**src/rtl/card_shoe_pkg.sv**
```systemverilog
`default_nettype none
// ============================================================================
// Module      : card_shoe_pkg
// Description : Shared types and constants for the card shoe. Holds the
//               dealer state encoding, the rank count, the LFSR tap mask and
//               the rank-to-card-value mapping.
// Revision    : 1.0 - initial release
// ============================================================================
package card_shoe_pkg;

    localparam int          NUM_RANKS = 13;

    // Fibonacci taps for x^16 + x^14 + x^13 + x^11 + 1 (state bits 15,13,12,10)
    localparam logic [15:0] LFSR_TAPS = 16'hB400;

    typedef enum logic [2:0] {
        ST_IDLE    = 3'd0,
        ST_SHUFFLE = 3'd1,
        ST_PICK    = 3'd2,
        ST_PROBE   = 3'd3,
        ST_DEAL    = 3'd4
    } state_t;

    // Ace counts as 1 here; ace-as-11 is left to the consumer.
    function automatic logic [4:0] rank_value(input logic [3:0] rank);
        logic [4:0] v;
        if (rank == 4'd0) begin
            v = 5'd1;
        end else if (rank <= 4'd9) begin
            v = {1'b0, rank} + 5'd1;
        end else begin
            v = 5'd10;
        end
        return v;
    endfunction

endpackage : card_shoe_pkg
`default_nettype wire

```
**src/rtl/card_shoe_if.sv**
```systemverilog
`default_nettype none
// ============================================================================
// Module      : card_shoe_if
// Description : Request/response bundle between the card shoe and its
//               consumer.
//               Requests  : draw_p, draw_d, shuffle (consumer -> shoe)
//               Responses : pcard, dcard, pvalid, dvalid, busy,
//                           cards_left, shuffled  (shoe -> consumer)
// Revision    : 1.0 - initial release
// ============================================================================
interface card_shoe_if;
    logic       draw_p;
    logic       draw_d;
    logic       shuffle;
    logic [4:0] pcard;
    logic [4:0] dcard;
    logic       pvalid;
    logic       dvalid;
    logic       busy;
    logic [7:0] cards_left;
    logic       shuffled;

    modport master (
        output draw_p, draw_d, shuffle,
        input  pcard, dcard, pvalid, dvalid, busy, cards_left, shuffled
    );

    modport slave (
        input  draw_p, draw_d, shuffle,
        output pcard, dcard, pvalid, dvalid, busy, cards_left, shuffled
    );
endinterface : card_shoe_if
`default_nettype wire

```
**src/rtl/card_shoe_lfsr16.sv**
```systemverilog
`default_nettype none
// ============================================================================
// Module      : lfsr16
// Description : Free-running 16-bit Fibonacci LFSR, loaded with SEED on reset
//               and advanced every clock. Only the low nibble is exported as
//               that is all the shoe needs to pick a rank.
//               Ports: clk, rst (async, active-high), o_low4 (state[3:0])
// Revision    : 1.0 - initial release
// ============================================================================
module lfsr16
    import card_shoe_pkg::*;
#(
    parameter logic [15:0] SEED = 16'hACE1
) (
    input  wire logic       clk,
    input  wire logic       rst,
    output logic [3:0]      o_low4
);

    // An all-zero state would lock up the register.
    localparam logic [15:0] SEED_EFF = (SEED == 16'h0000) ? 16'h0001 : SEED;

    logic [15:0] lfsr_q;
    logic [15:0] lfsr_d;

    always_comb begin
        lfsr_d = {lfsr_q[14:0], ^(lfsr_q & LFSR_TAPS)};
    end

    always_ff @(posedge clk or posedge rst) begin
        if (rst) begin
            lfsr_q <= SEED_EFF;
        end else begin
            lfsr_q <= lfsr_d;
        end
    end

    assign o_low4 = lfsr_q[3:0];

endmodule : lfsr16
`default_nettype wire

```
**src/rtl/card_shoe.sv**
```systemverilog
`default_nettype none
// ============================================================================
// Module      : card_shoe
// Description : Finite shoe of DECKS 52-card decks dealing pseudo-random
//               cards without replacement to a player and a dealer seat.
//               Reshuffles on request or when a draw finds the shoe empty.
//               Ports: Clock, reset (async, active-high),
//                      bus (card_shoe_if.slave: draw_p/draw_d/shuffle in;
//                      pcard/dcard/pvalid/dvalid/busy/cards_left/shuffled out)
// Revision    : 1.0 - initial release
// ============================================================================
module card_shoe
    import card_shoe_pkg::*;
#(
    parameter logic [15:0] LFSR_SEED = 16'hACE1,
    parameter int          DECKS     = 1
) (
    input  wire logic      Clock,
    input  wire logic      reset,
    card_shoe_if.slave     bus
);

    localparam logic [3:0] RANK_FULL = 4'(4 * DECKS);
    localparam logic [7:0] SHOE_FULL = 8'(52 * DECKS);
    localparam logic [3:0] LAST_RANK = 4'(NUM_RANKS - 1);

    state_t     state_q, state_d;
    logic [3:0] count_q [NUM_RANKS];
    logic [3:0] count_d [NUM_RANKS];
    logic [7:0] cards_left_q, cards_left_d;
    logic [3:0] rank_q, rank_d;          // also the reload index during SHUFFLE
    logic       target_q, target_d;      // 0 = player, 1 = dealer
    logic       pend_p_q, pend_p_d;
    logic       pend_d_q, pend_d_d;
    logic       pend_s_q, pend_s_d;
    logic [4:0] pcard_q, pcard_d;
    logic [4:0] dcard_q, dcard_d;
    logic       pvalid_q, pvalid_d;
    logic       dvalid_q, dvalid_d;
    logic       busy_q, busy_d;
    logic       shuffled_q, shuffled_d;

    logic [3:0] w_lfsr_lo;
    logic       w_pend_p;
    logic       w_pend_d;
    logic       w_pend_s;

    lfsr16 #(.SEED(LFSR_SEED)) u_lfsr (
        .clk    (Clock),
        .rst    (reset),
        .o_low4 (w_lfsr_lo)
    );

    // Arbitration sees this cycle's request as well as the latched ones, so a
    // request arriving while IDLE is acted on immediately.
    assign w_pend_p = pend_p_q | bus.draw_p;
    assign w_pend_d = pend_d_q | bus.draw_d;
    assign w_pend_s = pend_s_q | bus.shuffle;

    always_comb begin
        state_d      = state_q;
        count_d      = count_q;
        cards_left_d = cards_left_q;
        rank_d       = rank_q;
        target_d     = target_q;
        pend_p_d     = w_pend_p;
        pend_d_d     = w_pend_d;
        pend_s_d     = w_pend_s;
        pcard_d      = pcard_q;
        dcard_d      = dcard_q;
        pvalid_d     = 1'b0;
        dvalid_d     = 1'b0;
        shuffled_d   = 1'b0;

        case (state_q)
            ST_IDLE: begin
                if (w_pend_s || ((w_pend_p || w_pend_d) && (cards_left_q == 8'd0))) begin
                    state_d = ST_SHUFFLE;
                    rank_d  = 4'd0;
                end else if (w_pend_p) begin
                    state_d  = ST_PICK;
                    target_d = 1'b0;
                end else if (w_pend_d) begin
                    state_d  = ST_PICK;
                    target_d = 1'b1;
                end
            end
            ST_SHUFFLE: begin
                count_d[rank_q] = RANK_FULL;
                if (rank_q == LAST_RANK) begin
                    cards_left_d = SHOE_FULL;
                    shuffled_d   = 1'b1;
                    // A new shuffle pulse in this very cycle is kept pending.
                    pend_s_d     = bus.shuffle;
                    state_d      = ST_IDLE;
                end else begin
                    rank_d = rank_q + 4'd1;
                end
            end
            ST_PICK: begin
                rank_d  = (w_lfsr_lo >= 4'd13) ? (w_lfsr_lo - 4'd13) : w_lfsr_lo;
                state_d = ST_PROBE;
            end
            ST_PROBE: begin
                // Linear probe terminates: cards_left > 0 guarantees a hit.
                if (count_q[rank_q] != 4'd0) begin
                    state_d = ST_DEAL;
                end else begin
                    rank_d = (rank_q == LAST_RANK) ? 4'd0 : (rank_q + 4'd1);
                end
            end
            ST_DEAL: begin
                count_d[rank_q] = count_q[rank_q] - 4'd1;
                cards_left_d    = cards_left_q - 8'd1;
                if (target_q) begin
                    dcard_d  = rank_value(rank_q);
                    dvalid_d = 1'b1;
                    pend_d_d = bus.draw_d;
                end else begin
                    pcard_d  = rank_value(rank_q);
                    pvalid_d = 1'b1;
                    pend_p_d = bus.draw_p;
                end
                state_d = ST_IDLE;
            end
            default: begin
                state_d = ST_IDLE;
            end
        endcase

        busy_d = (state_d != ST_IDLE);
    end

    always_ff @(posedge Clock or posedge reset) begin
        if (reset) begin
            state_q      <= ST_IDLE;
            for (int i = 0; i < NUM_RANKS; i++) begin
                count_q[i] <= RANK_FULL;
            end
            cards_left_q <= SHOE_FULL;
            rank_q       <= 4'd0;
            target_q     <= 1'b0;
            pend_p_q     <= 1'b0;
            pend_d_q     <= 1'b0;
            pend_s_q     <= 1'b0;
            pcard_q      <= 5'd0;
            dcard_q      <= 5'd0;
            pvalid_q     <= 1'b0;
            dvalid_q     <= 1'b0;
            busy_q       <= 1'b0;
            shuffled_q   <= 1'b0;
        end else begin
            state_q      <= state_d;
            count_q      <= count_d;
            cards_left_q <= cards_left_d;
            rank_q       <= rank_d;
            target_q     <= target_d;
            pend_p_q     <= pend_p_d;
            pend_d_q     <= pend_d_d;
            pend_s_q     <= pend_s_d;
            pcard_q      <= pcard_d;
            dcard_q      <= dcard_d;
            pvalid_q     <= pvalid_d;
            dvalid_q     <= dvalid_d;
            busy_q       <= busy_d;
            shuffled_q   <= shuffled_d;
        end
    end

    assign bus.pcard      = pcard_q;
    assign bus.dcard      = dcard_q;
    assign bus.pvalid     = pvalid_q;
    assign bus.dvalid     = dvalid_q;
    assign bus.busy       = busy_q;
    assign bus.cards_left = cards_left_q;
    assign bus.shuffled   = shuffled_q;

endmodule : card_shoe
`default_nettype wire

```
**src/flat_wrapper.sv**
```systemverilog
// flat-port wrapper written by rule: the top's interface ports become plain ports
module card_shoe_flat import card_shoe_pkg::*;
#(
    parameter logic [15:0] LFSR_SEED = 16'hACE1,
    parameter int          DECKS     = 1
)
  (Clock, reset, bus_draw_p, bus_draw_d, bus_shuffle, bus_pcard, bus_dcard, bus_pvalid, bus_dvalid, bus_busy, bus_cards_left, bus_shuffled);
  card_shoe_if bus_i ();
  input  wire logic Clock;
  input  wire logic reset;
  input wire logic [$bits(bus_i.draw_p)-1:0] bus_draw_p;
  input wire logic [$bits(bus_i.draw_d)-1:0] bus_draw_d;
  input wire logic [$bits(bus_i.shuffle)-1:0] bus_shuffle;
  output wire logic [$bits(bus_i.pcard)-1:0] bus_pcard;
  output wire logic [$bits(bus_i.dcard)-1:0] bus_dcard;
  output wire logic [$bits(bus_i.pvalid)-1:0] bus_pvalid;
  output wire logic [$bits(bus_i.dvalid)-1:0] bus_dvalid;
  output wire logic [$bits(bus_i.busy)-1:0] bus_busy;
  output wire logic [$bits(bus_i.cards_left)-1:0] bus_cards_left;
  output wire logic [$bits(bus_i.shuffled)-1:0] bus_shuffled;
  assign bus_i.draw_p = bus_draw_p;
  assign bus_i.draw_d = bus_draw_d;
  assign bus_i.shuffle = bus_shuffle;
  assign bus_pcard = bus_i.pcard;
  assign bus_dcard = bus_i.dcard;
  assign bus_pvalid = bus_i.pvalid;
  assign bus_dvalid = bus_i.dvalid;
  assign bus_busy = bus_i.busy;
  assign bus_cards_left = bus_i.cards_left;
  assign bus_shuffled = bus_i.shuffled;
  card_shoe #(.LFSR_SEED(LFSR_SEED), .DECKS(DECKS)) u_core (.Clock(Clock), .reset(reset), .bus(bus_i));
endmodule
```
**config.mk**
```make
export PLATFORM = sky130hd
export DESIGN_NAME = card_shoe_flat
export DESIGN_NICKNAME = d
export VERILOG_FILES = /design/src/rtl/card_shoe_pkg.sv /design/src/rtl/card_shoe_if.sv /design/src/rtl/card_shoe_lfsr16.sv /design/src/rtl/card_shoe.sv /design/src/flat_wrapper.sv
export SDC_FILE = /design/constraint.sdc
export NUM_CORES = 1
export LEC_CHECK = 0
export ABC_AREA = 1
export CORE_ASPECT_RATIO = 0.8
export CORE_MARGIN = 2
export CORE_UTILIZATION = 55
export CTS_BUF_LIST = sky130_fd_sc_hd__clkbuf_16
export DETAILED_ROUTE_END_ITERATION = 10
export GPL_ROUTABILITY_DRIVEN = 1
export PLACE_DENSITY_LB_ADDON = 0.15
export SLEW_MARGIN = 20
export SYNTH_ARGS = -nofsm -noshare
export SYNTH_HDL_FRONTEND = slang
export SYNTH_SLANG_ARGS = --single-unit
```
**constraint.sdc**
```tcl
create_clock -name Clock -period 3.5 [get_ports Clock]
set_clock_uncertainty 0.1 [all_clocks]
set_input_delay 0.525 -clock Clock [delete_from_list [all_inputs] [get_ports Clock]]
set_output_delay 0.525 -clock Clock [all_outputs]
set_load 0.03 [all_outputs]
```
==> results.py <==
metrics = {
    "status": {
        "status": "complete, no violations",
    },
    "finish": {
        "nets": 678,
        "fillers": 806,
        "area_delta_synth_final_pct": 11.2,
        "area.sequential_um2": 2560,
        "antenna_cells": 0,
        "multi_input_area_um2": 2010,
        "layout-drive-gt1-share": 0.159,
        "fin_cells": 783,
        "fin_area_um2": 5700,
    },
    "sta": {
        "hold_viol_final": 0,
        "rsz0062_at_grt": "false",
        "tns_ns": 0,
        "worst_slack_ns": 0.857,
        "holdWs_ns": 0.255,
        "setup_viol": 0,
        "max_freq_ghz": 0.378,
        "finalCritPeriodShare": 0.755,
        "maxSlewViolCount": 0,
        "max-slew-margin-rel": 0.580,
        "tightest_slew_ns": 0.629,
        "fin_crit_ns": 2.64,
    },
    "synthesis": {
        "seq_area_frac_synth": 0.498,
        "synth_area_leaders": "dfrtp_1, nand2_1, dfstp_2",
        "ys_types": 34,
        "synth_edf_count": 0,
        "syn_nets": 653,
        "yosys.cell_count.top_type": "nand2_1",
        "async_flop_share": 1.00,
        "synthTopCellsByCount": "nand2_1, inv_1, dfrtp_1",
        "synth_top_area_frac": 0.376,
        "syn_inst": 638,
        "synth-warning-count": 0,
        "avgSynthCellArea_um2": 8.04,
        "yosysTopAreaCell": "dfrtp_1",
        "ys_ff_latch": 101,
        "synth_ff_type": "dfrtp_1",
        "netlist_area_um2": 5130,
    },
    "floorplan": {
        "initial_core_util": 0.565,
        "die_h_um": 90.4,
        "rows": 31,
        "dieArea_um2": 10100,
        "core-area_um2": 9080,
        "die_width_um": 112,
        "io_pins": 27,
    },
    "worst_setup_path": {
        "crit_top_cell": "inv_2",
        "startpoint": "u_core.rank_q[0]",
        "cp_data_required_time_ns": 3.63,
        "r2r_end": "u_core.bus.busy",
        "slowest_delay_ns": 0.57,
        "worstPathArrival_ns": 2.77,
        "r2r_setup_slack_ns": 0.86,
        "critical_path_class": "flop to flop",
        "cp_max_fo": 26,
        "r2r_cells": 11,
        "worstPathCellList": "inv_2 > ha_1 > inv_1 > nor2_1 > inv_2 > nor2_2 > inv_1 > nand3_1 > inv_2 > nand2_2 > nand3_1",
        "r2r_start": "u_core.rank_q[0]",
        "setup.worst_path.end": "u_core.bus.busy",
        "end_kind": "flop",
        "cp-start-kind": "flop",
        "slowest_stage": "dfrtp_1",
    },
    "detailed_routing": {
        "firstDrtPassIters": 5,
        "antenna_left": 0,
        "viasPerCell": 5.27,
        "drcViolationCount": 0,
        "totalWireLength_mm": 11.3,
        "drt_iter0_drc": 313,
        "wl_per_cell_um": 14.5,
        "via_count": 4126,
    },
    "pwr": {
        "p_per_area_nw_per_um2": 373,
        "p_leak_nw": 2.81,
        "peakVddDrop_uv": 340,
    },
    "clock_tree": {
        "htree_num_levels": 3,
        "cts_root_buf": "clkbuf_16",
        "clk_pin_slew_ns": 0.07,
        "cts_resized": 0,
        "clockBufferDepth": 2,
        "cts_made_buffers": 9,
        "clock-sinks": 101,
        "postCtsSetupBuffers": 0,
        "cts_hold_buf": 0,
        "cts_tree": "yes",
        "clk_latency_ns": 0.35,
    },
    "hold_path": {
        "worstHoldPathType": "flop to flop",
        "min_path_cells": 0,
    },
    "place": {
        "placedInstanceArea_um2": 5430,
        "post-place-ws_ns": 0.923,
        "dp_hpwl_mm": 7.99,
        "dp_cells": 767,
        "io_buffers": 26,
        "gp_congestion": 0.876,
    },
    "job": {
        "cap_viol_max_count": 0,
    },
    "grt": {
        "grt_pass1_wl_mm": 19.6,
        "grt_pass1_vias": 3977,
        "grt_max_degree": 51,
        "grt.total_usage": 0.241,
        "grt_antenna_before_repair": 0,
        "grt_overflow": 0,
    },
}
[critical path, delay by kind of cell, from the launching register on]
family | cells | cell delay (ns)
fa+ha+maj | 1 | 0.22
buf+inv | 5 | 0.85
flops | 1 | 0.57
simple gates | 5 | 0.76
[through the flow]
step | utilization | power, mW
6_report | 0.628 | 2.13
5_1_grt | 0.628 | 2.20
4_1_cts | 0.628 | 2.14
3_5_place_dp | 0.599 | 1.22
3_3_place_gp | 0.599 | 1.22
2_1_floorplan | - | 1.21
[routing by layer]
layer,part of all wire,global-route usage,vias up
met5,0,0,-
met4,0.013,0.0589,0
met3,0.076,0.0510,15
met2,0.42,0.335,146
met1,0.50,0.382,1930
li1,-,-,2035
[cell type report]
type	count	share of cell area
Sequential cell	101	0.448
Multi-Input combinational cell	408	0.352
Inverter	112	0.0741
Timing Repair Buffer	31	0.0522
Clock buffer	9	0.0395
Tap cell	115	0.0252
Clock inverter	7	0.00812
[sequential cells by signal, summed over array words and instances, names as in the netlist, 3 cells and up]
signal,cells
u_core.count_q,52
u_core.bus.cards_left,8
u_core.state_q,3
u_core.rank_q,4
u_core.u_lfsr.lfsr_q,16
u_core.bus.pcard,5
u_core.bus.dcard,5
[worst min path at each step]
| stage | from | end | slack, ns |
|---|---|---|---|
| 4_1_cts | u_core.u_lfsr.lfsr_q[8] | u_core.u_lfsr.lfsr_q[9] | 0.26 |
| 3_3_place_gp | u_core.u_lfsr.lfsr_q[9] | u_core.u_lfsr.lfsr_q[10] | 0.23 |
| 2_1_floorplan | u_core.u_lfsr.lfsr_q[8] | u_core.u_lfsr.lfsr_q[9] | 0.23 |
| 6_report | u_core.u_lfsr.lfsr_q[14] | u_core.u_lfsr.lfsr_q[15] | 0.25 |
| 3_5_place_dp | u_core.u_lfsr.lfsr_q[8] | u_core.u_lfsr.lfsr_q[9] | 0.24 |
| 5_1_grt | u_core.u_lfsr.lfsr_q[9] | u_core.u_lfsr.lfsr_q[10] | 0.26 |
[cells in the final DEF, fill, tap and decap left out]
| cell type | Yosys | layout |
|---|---|---|
| nand2_1 | 182 | 182 |
| inv_1 | 93 | 92 |
| dfrtp_1 | 77 | 77 |
| nand3_1 | 56 | 56 |
| nor2_1 | 42 | 42 |
| clkdlybuf4s50_1 | 0 | 26 |
| o22ai_1 | 24 | 24 |
| dfstp_2 | 24 | 24 |
| o21ai_0 | 21 | 21 |
| inv_2 | 19 | 19 |
| nor2_2 | 16 | 16 |
| a21oi_1 | 10 | 10 |
| ha_1 | 10 | 10 |
| or2_2 | 9 | 9 |
| clkbuf_16 | 0 | 9 |
| a21oi_2 | 7 | 7 |
| nand2_2 | 6 | 6 |
| buf_4 | 6 | 5 |
| or2_1 | 4 | 4 |
| xor2_1 | 3 | 3 |
| inv_6 | 0 | 3 |
| nor2_4 | 2 | 2 |
| nor3_1 | 2 | 2 |
| nand4_1 | 2 | 2 |
| xnor2_1 | 2 | 2 |
| o211ai_1 | 2 | 2 |
| clkinv_1 | 0 | 2 |
| nor3_2 | 1 | 1 |
| nor3_4 | 1 | 1 |
| o21ai_1 | 1 | 1 |
| a211oi_1 | 1 | 1 |
| a31oi_1 | 1 | 1 |
| a32oi_1 | 1 | 1 |
| a41oi_1 | 1 | 1 |
| nand4_2 | 1 | 1 |
| inv_4 | 0 | 1 |
| clkinvlp_4 | 0 | 1 |
| clkinv_2 | 0 | 1 |
[where the power goes]
group / internal, mW / leakage, nW / switching [mW]
clock network: 0.484 / 0.132 / 0.445
registers: 1.17 / 1.28 / 0.0000000000000000343
logic: 0.00631 / 1.40 / 0.0233
[cells by family after synthesis]
logic type	share of synthesized area
flip-flops	0.498
adder cells (fa/ha/maj)	0.0244
XOR/XNOR	0.00854
AO/OA/AOI/OAI	0.0814
buffers and inverters	0.110
AND/OR/NAND/NOR	0.277
Note: power is estimated with default switching activity, not from simulation.
